<file path="src/rtl/tnn_feature_loader.sv">
// Input stage for the ternary-network classifier: assembles a streamed feature
// vector, holds it through a settling window, then hands the prediction downstream.
module tnn_feature_loader #(
  parameter int FEAT_CNT      = 11,
  parameter int FEAT_BITS     = 4,
  parameter int CLASS_CNT     = 7,
  parameter int SETTLE_CYCLES = 2,
  localparam int CLS_W        = $clog2(CLASS_CNT)
) (
  input  logic                          clk,
  input  logic                          rst_n,
  input  logic                          s_valid,
  output logic                          s_ready,
  input  logic [FEAT_BITS-1:0]          s_data,
  input  logic                          s_last,
  output logic [FEAT_CNT*FEAT_BITS-1:0] features,
  input  logic [CLS_W-1:0]              prediction,
  output logic                          m_valid,
  input  logic                          m_ready,
  output logic [CLS_W-1:0]              m_class,
  output logic                          frame_err
);

  localparam int IDX_W = (FEAT_CNT > 1) ? $clog2(FEAT_CNT) : 1;
  localparam int SET_W = $clog2(SETTLE_CYCLES + 1);
  localparam int VEC_W = FEAT_CNT * FEAT_BITS;
  localparam logic [IDX_W-1:0] LAST_IDX    = IDX_W'(FEAT_CNT - 1);
  localparam logic [SET_W-1:0] SETTLE_INIT = SET_W'(SETTLE_CYCLES);
  localparam logic [SET_W-1:0] SETTLE_ONE  = SET_W'(1);

  typedef enum logic [1:0] {
    LOAD   = 2'd0,
    SETTLE = 2'd1,
    OUTPUT = 2'd2
  } state_t;

  state_t             state_q, state_d;
  logic [IDX_W-1:0]   idx_q, idx_d;
  logic [VEC_W-1:0]   shadow_q, shadow_d;
  logic [VEC_W-1:0]   features_q, features_d;
  logic [SET_W-1:0]   settle_q, settle_d;
  logic [CLS_W-1:0]   m_class_q, m_class_d;
  logic               m_valid_q, m_valid_d;
  logic               frame_err_q, frame_err_d;

  logic beat_acc;
  logic at_last;
  logic frame_ok;
  logic frame_bad;

  assign s_ready   = (state_q == LOAD);
  assign beat_acc  = s_valid & s_ready;
  assign at_last   = (idx_q == LAST_IDX);
  assign frame_ok  = beat_acc & s_last & at_last;
  assign frame_bad = beat_acc & (s_last ^ at_last);

  // The current beat is merged here so the final beat reaches features on its own edge.
  always_comb begin
    shadow_d = shadow_q;
    for (int i = 0; i < FEAT_CNT; i++) begin
      if (beat_acc && (idx_q == IDX_W'(i))) begin
        shadow_d[i*FEAT_BITS +: FEAT_BITS] = s_data;
      end
    end
  end

  always_comb begin
    state_d     = state_q;
    idx_d       = idx_q;
    features_d  = features_q;
    settle_d    = settle_q;
    m_class_d   = m_class_q;
    m_valid_d   = m_valid_q;
    frame_err_d = 1'b0;

    case (state_q)
      LOAD: begin
        if (frame_ok) begin
          features_d = shadow_d;
          idx_d      = '0;
          settle_d   = SETTLE_INIT;
          state_d    = SETTLE;
        end else if (frame_bad) begin
          frame_err_d = 1'b1;
          idx_d       = '0;
        end else if (beat_acc) begin
          idx_d = idx_q + 1'b1;
        end
      end

      SETTLE: begin
        settle_d = settle_q - 1'b1;
        if (settle_q == SETTLE_ONE) begin
          m_class_d = prediction;
          m_valid_d = 1'b1;
          state_d   = OUTPUT;
        end
      end

      OUTPUT: begin
        if (m_ready) begin
          m_valid_d = 1'b0;
          state_d   = LOAD;
        end
      end

      default: state_d = LOAD;
    endcase
  end

  always_ff @(posedge clk or negedge rst_n) begin
    if (!rst_n) begin
      state_q     <= LOAD;
      idx_q       <= '0;
      shadow_q    <= '0;
      features_q  <= '0;
      settle_q    <= '0;
      m_class_q   <= '0;
      m_valid_q   <= 1'b0;
      frame_err_q <= 1'b0;
    end else begin
      state_q     <= state_d;
      idx_q       <= idx_d;
      shadow_q    <= shadow_d;
      features_q  <= features_d;
      settle_q    <= settle_d;
      m_class_q   <= m_class_d;
      m_valid_q   <= m_valid_d;
      frame_err_q <= frame_err_d;
    end
  end

  assign features  = features_q;
  assign m_class   = m_class_q;
  assign m_valid   = m_valid_q;
  assign frame_err = frame_err_q;

endmodule
</file>
<file path="config.mk">
export PLATFORM = sky130hd
export DESIGN_NAME = tnn_feature_loader
export DESIGN_NICKNAME = d
export VERILOG_FILES = /design/src/rtl/tnn_feature_loader.sv
export SDC_FILE = /design/constraint.sdc
export NUM_CORES = 1
export LEC_CHECK = 0
export BUFFER_PORTS_ARGS = -buffer_cell sky130_fd_sc_hd__buf_2
export CAP_MARGIN = 20
export CORE_AREA = 3 3 74 145
export DETAILED_ROUTE_END_ITERATION = 12
export DIE_AREA = 0 0 77 148
export PLACE_DENSITY = 0.69
export SYNTH_ARGS = -nofsm -noshare
export SYNTH_HDL_FRONTEND = slang
export SYNTH_SLANG_ARGS = --single-unit
</file>
<file path="constraint.sdc">
create_clock -name clk -period 5.5 [get_ports clk]
set_clock_uncertainty 0.1 [all_clocks]
set_input_delay 1.1 -clock clk [delete_from_list [all_inputs] [get_ports clk]]
set_output_delay 1.1 -clock clk [all_outputs]
set_load 0.01 [all_outputs]
</file>
==> impl_metrics.ini, run 1 <==
[route]
wl_per_cell_microns = 17.2
dr.pass1.iters = 4
routed_wl_mm = 9.30
drc = 0
final_antenna_net_count = 0
first_iter_violations = 201
via_count = 2896
via_per_inst = 5.35

[placement]
post-place-ws_ns = 2.12
gp_congestion = 0.758
place.port_buffers = 61
placedInstanceArea_sq_um = 4630
dp_cells = 524
dp_hpwl_mm = 6.35

[critical_path]
endpoint = features[10]
r2r_end = features[10]
cp-start-kind = flop
crit_type = reg2reg
critPathArrivalTime_ns = 3.03
r2r_cells = 4
critPathMaxFanout = 23
required_ns = 5.63
r2r_start = idx_q[3]
crit_start = idx_q[3]
end_kind = flop
rrSetupSlack_ns = 2.60

[sta]
hold_viol_final = 0
fin_crit_ns = 2.90
max_freq_mhz = 345
finalMaxSlewViolations = 0
fin_ws_ns = 2.60
holdWs_ns = 0.405
slew_headroom = 0.399
fin_tns_setup_ns = 0
worst_slew_pin_slew_ns = 0.899
finalSetupViolCount = 0
min_period_over_period = 0.527
grt_setup_unrepaired = no

[logic_synthesis]
synth_edf_count = 0
synth_cell_types = 40
postSynthAreaPerCell_sq_um = 12.0
synth_cells = 357
ys_seq_area_frac = 0.566
ys.warnings.count = 0
synth_nets = 374
ys_ff_latch = 97
netlist_area_sq_um = 4290
synthArstFlopShare = 1.00
synth_ff_type = dfrtp_1

[clocking]
postCtsResizedCells = 0
clkTransAtPathRegs_ns = 0.07
clock_path_buffers = 2
clock_sinks = 97
cts_buffers = 9
cts-htree-levels = 3
cts_tree = done
cts-root-buf = clkbuf_16
clkLatencyLatePin_ns = 0.35
cts_hold_buf = 0
post-cts-setup-buffers = 0

[final_layout]
area_delta_synth_final_pct = 14.8
antenna_cells = 0
fin_nets = 421
fin_util = 0.504
drive_gt1_frac = 0.342
fin_area_sq_um = 4920
final_cells = 541

[status]
status = finished, final reports clean

[flow_run]
drv_cap = 0

[pwr]
vdd_drop_max_uv = 168
p_per_area_nw_per_um2 = 339
p_leak_nw = 2.39
p_total_mw = 1.67

[global_route]
grt_pass1_vias = 3037
grt.overflow.total = 0
antenna_found_initial = 0
grt_pass1_wl_mm = 15.4
grt_usage = 0.173
grt_max_degree = 50

[floorplan]
dieArea_sq_um = 11400
fp.dieH_microns = 148
initial_core_util = 0.439
placementRows = 51
die_w_microns = 77
core_sq_um = 9760
io_pins = 62

[worst_hold_path]
holdCritPathClass = reg2reg
[worst min path at each step]
| stage | from | endpoint | slack (ns) | cells past startpoint |
|---|---|---|---|---|
| floorplan | shadow_q[16] | shadow_q[16] | 0.37 | 2 |
| global placement | m_class[2] | m_class[2] | 0.39 | 1 |
| detailed placement | m_class[1] | m_class[1] | 0.39 | 1 |
| CTS | m_class[1] | m_class[1] | 0.41 | 1 |
| global route | shadow_q[2] | shadow_q[2] | 0.42 | 1 |
| finish | m_class[1] | m_class[1] | 0.41 | 1 |
[power breakdown]
part | switching [mW] | total, mW | internal, mW
Sequential | 0.0322 | 0.840 | 0.808
Clock | 0.274 | 0.583 | 0.309
Combinational | 0.127 | 0.249 | 0.122
[metal layers]
layer | vias up | part of all wire | GRT usage
li1 | 1363 | - | -
met1 | 1462 | 0.39 | 0.194
met2 | 51 | 0.55 | 0.301
met3 | 20 | 0.027 | 0.0384
met4 | 0 | 0.030 | 0.0954
met5 | - | 0 | 0
[cell families after synthesis]
group,Yosys count,synth area share
simple gates,66,0.0933
xor+xnor,1,0.00204
buf+inv,53,0.0595
fa+ha+maj,5,0.0146
mux,39,0.107
flops,97,0.566
compound gates,96,0.157
[area by class of cell]
| class | count | area [sq um] |
|---|---|---|
| well taps | 132 | 165 |
| inverters | 24 | 90.1 |
| repair buffers | 65 | 350 |
| flip-flops and latches | 97 | 2430 |
| clock buffers | 9 | 225 |
| multi-input cells | 207 | 1610 |
| fillers | 870 | 4840 |
| clock inverters | 7 | 52.6 |
[worst max-delay path: stages (launching register included)]
cell and delay, ns:
dfrtp_1 0.74, and3b_1 0.69, and3_2 0.66, buf_12 0.27, mux2_4 0.31
[placed cells by master (no fill, tap or decap), types with 2 or more instances in the layout]
cell / count
a21bo_2: 12
a21boi_0: 12
a21oi_1: 3
a31o_2: 17
a31oi_1: 21
buf_2: 60
buf_4: 4
clkbuf_16: 9
clkinvlp_4: 4
dfrtp_1: 97
ha_1: 5
inv_1: 24
inv_6: 2
mux2_2: 12
mux2_4: 11
mux2i_1: 16
nand2_1: 20
nand2b_1: 5
nand3_1: 5
nand4_1: 4
nand4b_1: 4
nor2_1: 10
nor2b_1: 5
o21ai_0: 20
o21ai_1: 7
o31ai_1: 2
[sequential cells by signal, summed over array words and instances, names as in the netlist]
register / cells
shadow_q: 40
features: 44
m_valid: 1
frame_err: 1
idx_q: 4
state_q: 2
m_class: 3
settle_q: 2
[cell usage after synthesis (2+ instances only)]
cell	n	area share
a21bo_2	12	0.028
buf_2	9	0.011
nand3_1	5	0.0058
clkbuf_1	12	0.011
a21boi_0	12	0.021
o21ai_1	7	0.0082
mux2i_1	16	0.037
nor2b_1	5	0.0073
mux2_4	11	0.039
a21oi_1	3	0.0035
inv_1	24	0.021
nand2b_1	5	0.0073
buf_1	2	0.0018
nand4_1	4	0.0058
buf_6	6	0.016
o21ai_0	20	0.023
mux2_2	12	0.032
ha_1	5	0.015
nand2_1	20	0.018
nand4b_1	4	0.0082
nor2_1	10	0.0088
o31ai_1	2	0.0035
a31o_2	17	0.035
dfrtp_1	97	0.57
and3_1	2	0.0029
a31oi_1	21	0.031
No activity file was read; power rests on OpenSTA's default activity.
==> run 2: changes to the inputs <==
--- a/config.mk
+++ b/config.mk
@@ -5,12 +5,13 @@
 export SDC_FILE = /design/constraint.sdc
 export NUM_CORES = 1
 export LEC_CHECK = 0
+export ABC_AREA = 1
 export BUFFER_PORTS_ARGS = -buffer_cell sky130_fd_sc_hd__buf_2
 export CAP_MARGIN = 20
-export CORE_AREA = 3 3 74 145
+export CORE_AREA = 3 3 73 144
 export DETAILED_ROUTE_END_ITERATION = 12
-export DIE_AREA = 0 0 77 148
-export PLACE_DENSITY = 0.69
+export DIE_AREA = 0 0 76 147
+export PLACE_DENSITY = 0.7
 export SYNTH_ARGS = -nofsm -noshare
 export SYNTH_HDL_FRONTEND = slang
 export SYNTH_SLANG_ARGS = --single-unit
==> constraint.sdc (replaced) <==
create_clock -name clk -period 2.83 [get_ports clk]
set_clock_uncertainty 0.1 [all_clocks]
set_input_delay 0.566 -clock clk [delete_from_list [all_inputs] [get_ports clk]]
set_output_delay 0.566 -clock clk [all_outputs]
set_load 0.01 [all_outputs]
==> impl_metrics.ini, run 2 <==
[status]
status = finished, final reports clean

[pwr]
vdd_drop_max_uv = 353
p_leak_nw = 2.78
p_per_area_nw_per_um2 = 733

[clocking]
clkTransAtPathRegs_ns = 0.07
postCtsResizedCells = 0
cts_tree = done
clock_path_buffers = 2
cts_hold_buf = 0
cts-root-buf = clkbuf_16
clkLatencyLatePin_ns = 0.34
clock_sinks = 97
post-cts-setup-buffers = 0
cts-htree-levels = 3
cts_buffers = 9

[critical_path]
crit_start = idx_q[0]
cp-start-kind = flop
critPathMaxFanout = 49
critPathArrivalTime_ns = 2.32
crit_type = reg2reg
end_kind = flop
r2r_start = idx_q[0]
crit_buf_inv = 2
required_ns = 2.92
worstPathCellList = inv_1, ha_1, nand3_2, nor2_4, inv_2, nand2_1, o21ai_0
slowest_delay_ns = 0.44
critPathSlowestCell = dfrtp_1
path_delay_family = simple AND/OR/NAND/NOR gates

[route]
drc = 0
final_antenna_net_count = 0
via_per_inst = 4.72
dr.pass1.iters = 4
wl_per_cell_microns = 12.7
routed_wl_mm = 8.88
first_iter_violations = 194
via_count = 3298

[logic_synthesis]
synth_ff_type = dfrtp_1
netlist.top_cell.by_area = dfrtp_1
synth_cells = 506
ys.warnings.count = 0
synth_edf_count = 0
synth_area_leaders = dfrtp_1 (57%), nand2_1 (16%), nand3_1 (8.1%), and2_1 (5.9%), inv_1 (5.5%)
synthTopCellsByCount = nand2_1 (178), dfrtp_1 (97), nand3_1 (69)
postSynthAreaPerCell_sq_um = 8.43
ys_seq_area_frac = 0.569
synth_cell_types = 21
yosysTopAreaCellShare = 0.569
ys_ff_latch = 97
synthArstFlopShare = 1.00
netlist_area_sq_um = 4270
synth_nets = 523
synth.most_common_cell = nand2_1

[global_route]
grt_usage = 0.172
grt_pass1_vias = 3326
antenna_found_initial = 0
grt.overflow.total = 0
grt_pass1_wl_mm = 15.4
grt_max_degree = 53

[final_layout]
largest_register_ffs = 44
final_cells = 698
antenna_cells = 0
area_delta_synth_final_pct = 17.4
fin_nets = 580
layout_common_cells = nand2_1 (178), dfrtp_1 (97), nand3_1 (69), inv_1 (63), buf_2 (60)
drive_gt1_frac = 0.151
mostFrequentLayoutCell = nand2_1

[placement]
dp_hpwl_mm = 6.24
dp_cells = 682
place.port_buffers = 61
gp_congestion = 0.771

[floorplan]
initial_core_util = 0.452
die_w_microns = 76
core_sq_um = 9450
placementRows = 50
io_pins = 62
fp.dieH_microns = 147
dieArea_sq_um = 11200

[worst_hold_path]
holdCritPathClass = in2async

[sta]
worst_slew_pin_slew_ns = 0.783
grt_setup_unrepaired = no
finalMaxSlewViolations = 0
fin_tns_setup_ns = 0
min_period_over_period = 0.788
fin_crit_ns = 2.23
finalSetupViolCount = 0
hold_viol_final = 0
max_freq_mhz = 449
slew_headroom = 0.477

[flow_run]
drv_cap = 0
-- run 2: changes by cell type after synthesis, sizes merged, moves of 8 or more --
cell	before	now
nand2	20	178
nand3	5	70
inv	24	66
and2	0	40
mux2	23	0
a31oi	21	0
o21ai	27	9
a31o	17	0
mux2i	16	0
a21bo	12	0
a21boi	12	0
nor2	10	19
clkbuf	12	4
-- run 2: path summary, 6_finish.rpt --
kind	slack (ns)	cells after the start	endpoint
setup / recovery	0.60	7	features[41]
hold / removal	0.12	1	features[10]
min in group clk	0.31	2	state_q[1]
hold reg to reg	0.38	2	features[32]
max in group asynchronous	1.82	2	features[30]
setup reg to reg	0.60	7	features[41]
-- run 2: cell families (layout without fill, tap and decap cells) --
logic type / Yosys count / after routing / synth area share
flip-flops: 97 / 97 / 0.569
buffers and inverters: 83 / 145 / 0.0810
adder cells (fa/ha/maj): 5 / 5 / 0.0147
AND/OR/NAND/NOR: 309 / 309 / 0.320
AO/OA/AOI/OAI: 12 / 12 / 0.0150
-- run 2: report_power, final --
part	switching, mW	total, mW	internal (mW)
sequential	0.0781	1.70	1.63
combinational	0.339	0.582	0.242
clock	0.520	1.38	0.865
total	0.937	3.67	2.73
-- run 2: worst register-to-register path, stage by stage, from the launching register on --
cell	delay, ns
dfrtp_1	0.44
inv_1	0.10
ha_1	0.22
nand3_2	0.13
nor2_4	0.41
inv_2	0.44
nand2_1	0.16
o21ai_0	0.09
-- run 2: per-layer routing --
layer  wire length (microns)  global-route usage  part of all wire  vias up
met5                       0                   0                 0        -
met3                     304              0.0350             0.034       15
met1                    3560               0.190              0.40     1571
met2                    4850               0.319              0.55       53
met4                     164              0.0681             0.018        0
li1                        -                   -                 -     1659
-- run 2: layout make-up --
type / instances / area, sq um
Multi-Input combinational cell: 326 / 1490
Fill cell: 895 / 4440
Clock buffer: 9 / 225
Tap cell: 130 / 163
Clock inverter: 7 / 118
Inverter: 66 / 248
Sequential cell: 97 / 2430
Timing Repair Buffer: 63 / 335
-- run 2: stage by stage --
stage          hold WS, ns  worst slack [ns]  utilization  power [mW]  area (sq um)
6_report             0.121             0.601        0.530        3.67          5010
2_1_floorplan        0.170              1.25            -        2.14          4270
5_1_grt              0.179             0.389        0.530        3.87          5010
3_5_place_dp         0.361             0.597        0.494        2.31          4670
3_3_place_gp         0.357             0.694        0.494        2.28          4670
4_1_cts              0.146             0.586        0.530        3.71          5010
==> run 3: changes to the inputs <==
==> constraint.sdc (replaced) <==
create_clock -name clk -period 2.2 [get_ports clk]
set_clock_uncertainty 0.1 [all_clocks]
set_input_delay 0.44 -clock clk [delete_from_list [all_inputs] [get_ports clk]]
set_output_delay 0.44 -clock clk [all_outputs]
set_load 0.01 [all_outputs]
==> impl_metrics.ini, run 3 (same netlist as run 2, synthesis figures left out) <==
[flow_run]
drv_cap = 0

[worst_hold_path]
hold_depth = 2
hold_end = state_q[1]
holdCritPathClass = in2reg
worstHoldStart = m_ready

[final_layout]
antenna_cells = 0
fin_util = 0.531
mostFrequentLayoutCell = nand2_1
largest_register_ffs = 44
drive_gt1_frac = 0.157
fin_area_sq_um = 5010
area_delta_synth_final_pct = 17.5
final_cells = 703
layout_common_cells = nand2_1 (178), dfrtp_1 (97), nand3_1 (69), inv_1 (63), buf_2 (60)
fin_nets = 585

[route]
routed.top_layer = met4
via_per_inst = 4.72
drc = 0
final_antenna_net_count = 0
wirelength_met1_mm = 3.65
routed_wl_mm = 9.17
first_iter_violations = 190
wl_met2_mm = 4.97
dr.pass1.iters = 4
via_count = 3317
met3_length_microns = 334
wl_per_cell_microns = 13.0

[clocking]
cts-htree-levels = 3
cts_buffers = 9
clock_path_buffers = 2
cts-root-buf = clkbuf_16
clkTransAtPathRegs_ns = 0.06
clkLatencyLatePin_ns = 0.34
cts_tree = done
postCtsResizedCells = 0
clock_sinks = 97

[floorplan]
core_sq_um = 9450
io_pins = 62
die_w_microns = 76
placementRows = 50
dieArea_sq_um = 11200
fp.dieH_microns = 147
initial_core_util = 0.452

[pwr]
swShare = 0.262
p_comb_frac = 0.169
p_sw_mw = 1.19
p_leak_nw = 2.79
p_per_area_nw_per_um2 = 905
intPower_mw = 3.35
vdd_drop_max_uv = 428
sequentialPowerShare = 0.484
clkPwrFrac = 0.347

[sta]
max_freq_mhz = 509
min_period_over_period = 0.893
fin_tns_setup_ns = 0
worst_slew_pin_slew_ns = 0.781
slew_headroom = 0.479
grt_setup_unrepaired = no
finalSetupViolCount = 0
fin_crit_ns = 1.96
finalMaxSlewViolations = 0
holdWs_ns = 0.213
hold_viol_final = 0

[global_route]
grt_max_degree = 50
grt_pass1_vias = 3478
grt_usage = 0.174
antenna_found_initial = 0
grt.overflow.total = 0
grt_pass1_wl_mm = 15.7

[critical_path]
crit_buf_inv = 2
end_kind = flop
r2r_end = state_q[0]
required_ns = 2.27
r2r_cells = 6
worstPathCellList = inv_1, ha_1, nand3_2, nor2_4, inv_2, o21ai_0
r2r_start = idx_q[0]
critPathMaxFanout = 49
slowest_delay_ns = 0.56
cp-start-kind = flop
critPathArrivalTime_ns = 2.04
critPathSlowestCell = inv_2
rrSetupSlack_ns = 0.24
path_delay_family = buffers and inverters
crit_type = reg2reg

[placement]
dp_cells = 686
place.port_buffers = 61
gp_congestion = 0.794
placedInstanceArea_sq_um = 4700
dp_hpwl_mm = 6.39

[status]
status = finished, final reports clean
-- run 3: cell type report --
type	count	area, sq um
fill	910	4430
sequential	97	2430
multi-input combinational	326	1490
timing repair buffer	68	375
clock buffer	11	253
inverter	66	248
tap	130	163
clock inverter	5	53.8
-- run 3: power groups by stage --
stage                     sequential, mW  combinational [mW]  clock (mW)
after floorplan                     2.23               0.531           0
after global placement              2.22               0.724           0
after detailed placement            2.23               0.757           0
after CTS                           2.20               0.771        1.62
after global routing                2.22               0.886        1.69
final                               2.20               0.765        1.58
-- run 3: worst max-delay path by stage --
| stage | startpoint | cells after the start | end |
|---|---|---|---|
| floorplan | idx_q[0] | 9 | features[10] |
| CTS | idx_q[0] | 6 | state_q[0] |
| global placement | idx_q[0] | 6 | state_q[0] |
| detailed placement | idx_q[0] | 6 | state_q[0] |
| finish | idx_q[0] | 6 | state_q[0] |
| global route | idx_q[0] | 6 | state_q[0] |
-- run 3: repair_timing --
action	CTS	global route
hold endpoints to repair	35	0
buffers inserted	0	0
hold buffers	1	0
-- run 3: routing by layer --
metal  global-route usage  up-vias
met3               0.0368       21
met1                0.191     1566
met4               0.0853        0
met2                0.317       61
met5                    0        -
li1                     -     1669
-- run 3: per-stage QoR --
step                power [mW]  worst slack (ns)
floorplan                 2.76             0.623
global placement          2.94             0.331
detailed placement        2.99             0.211
CTS                       4.59             0.216
global route              4.80            0.0405
finish                    4.54             0.235
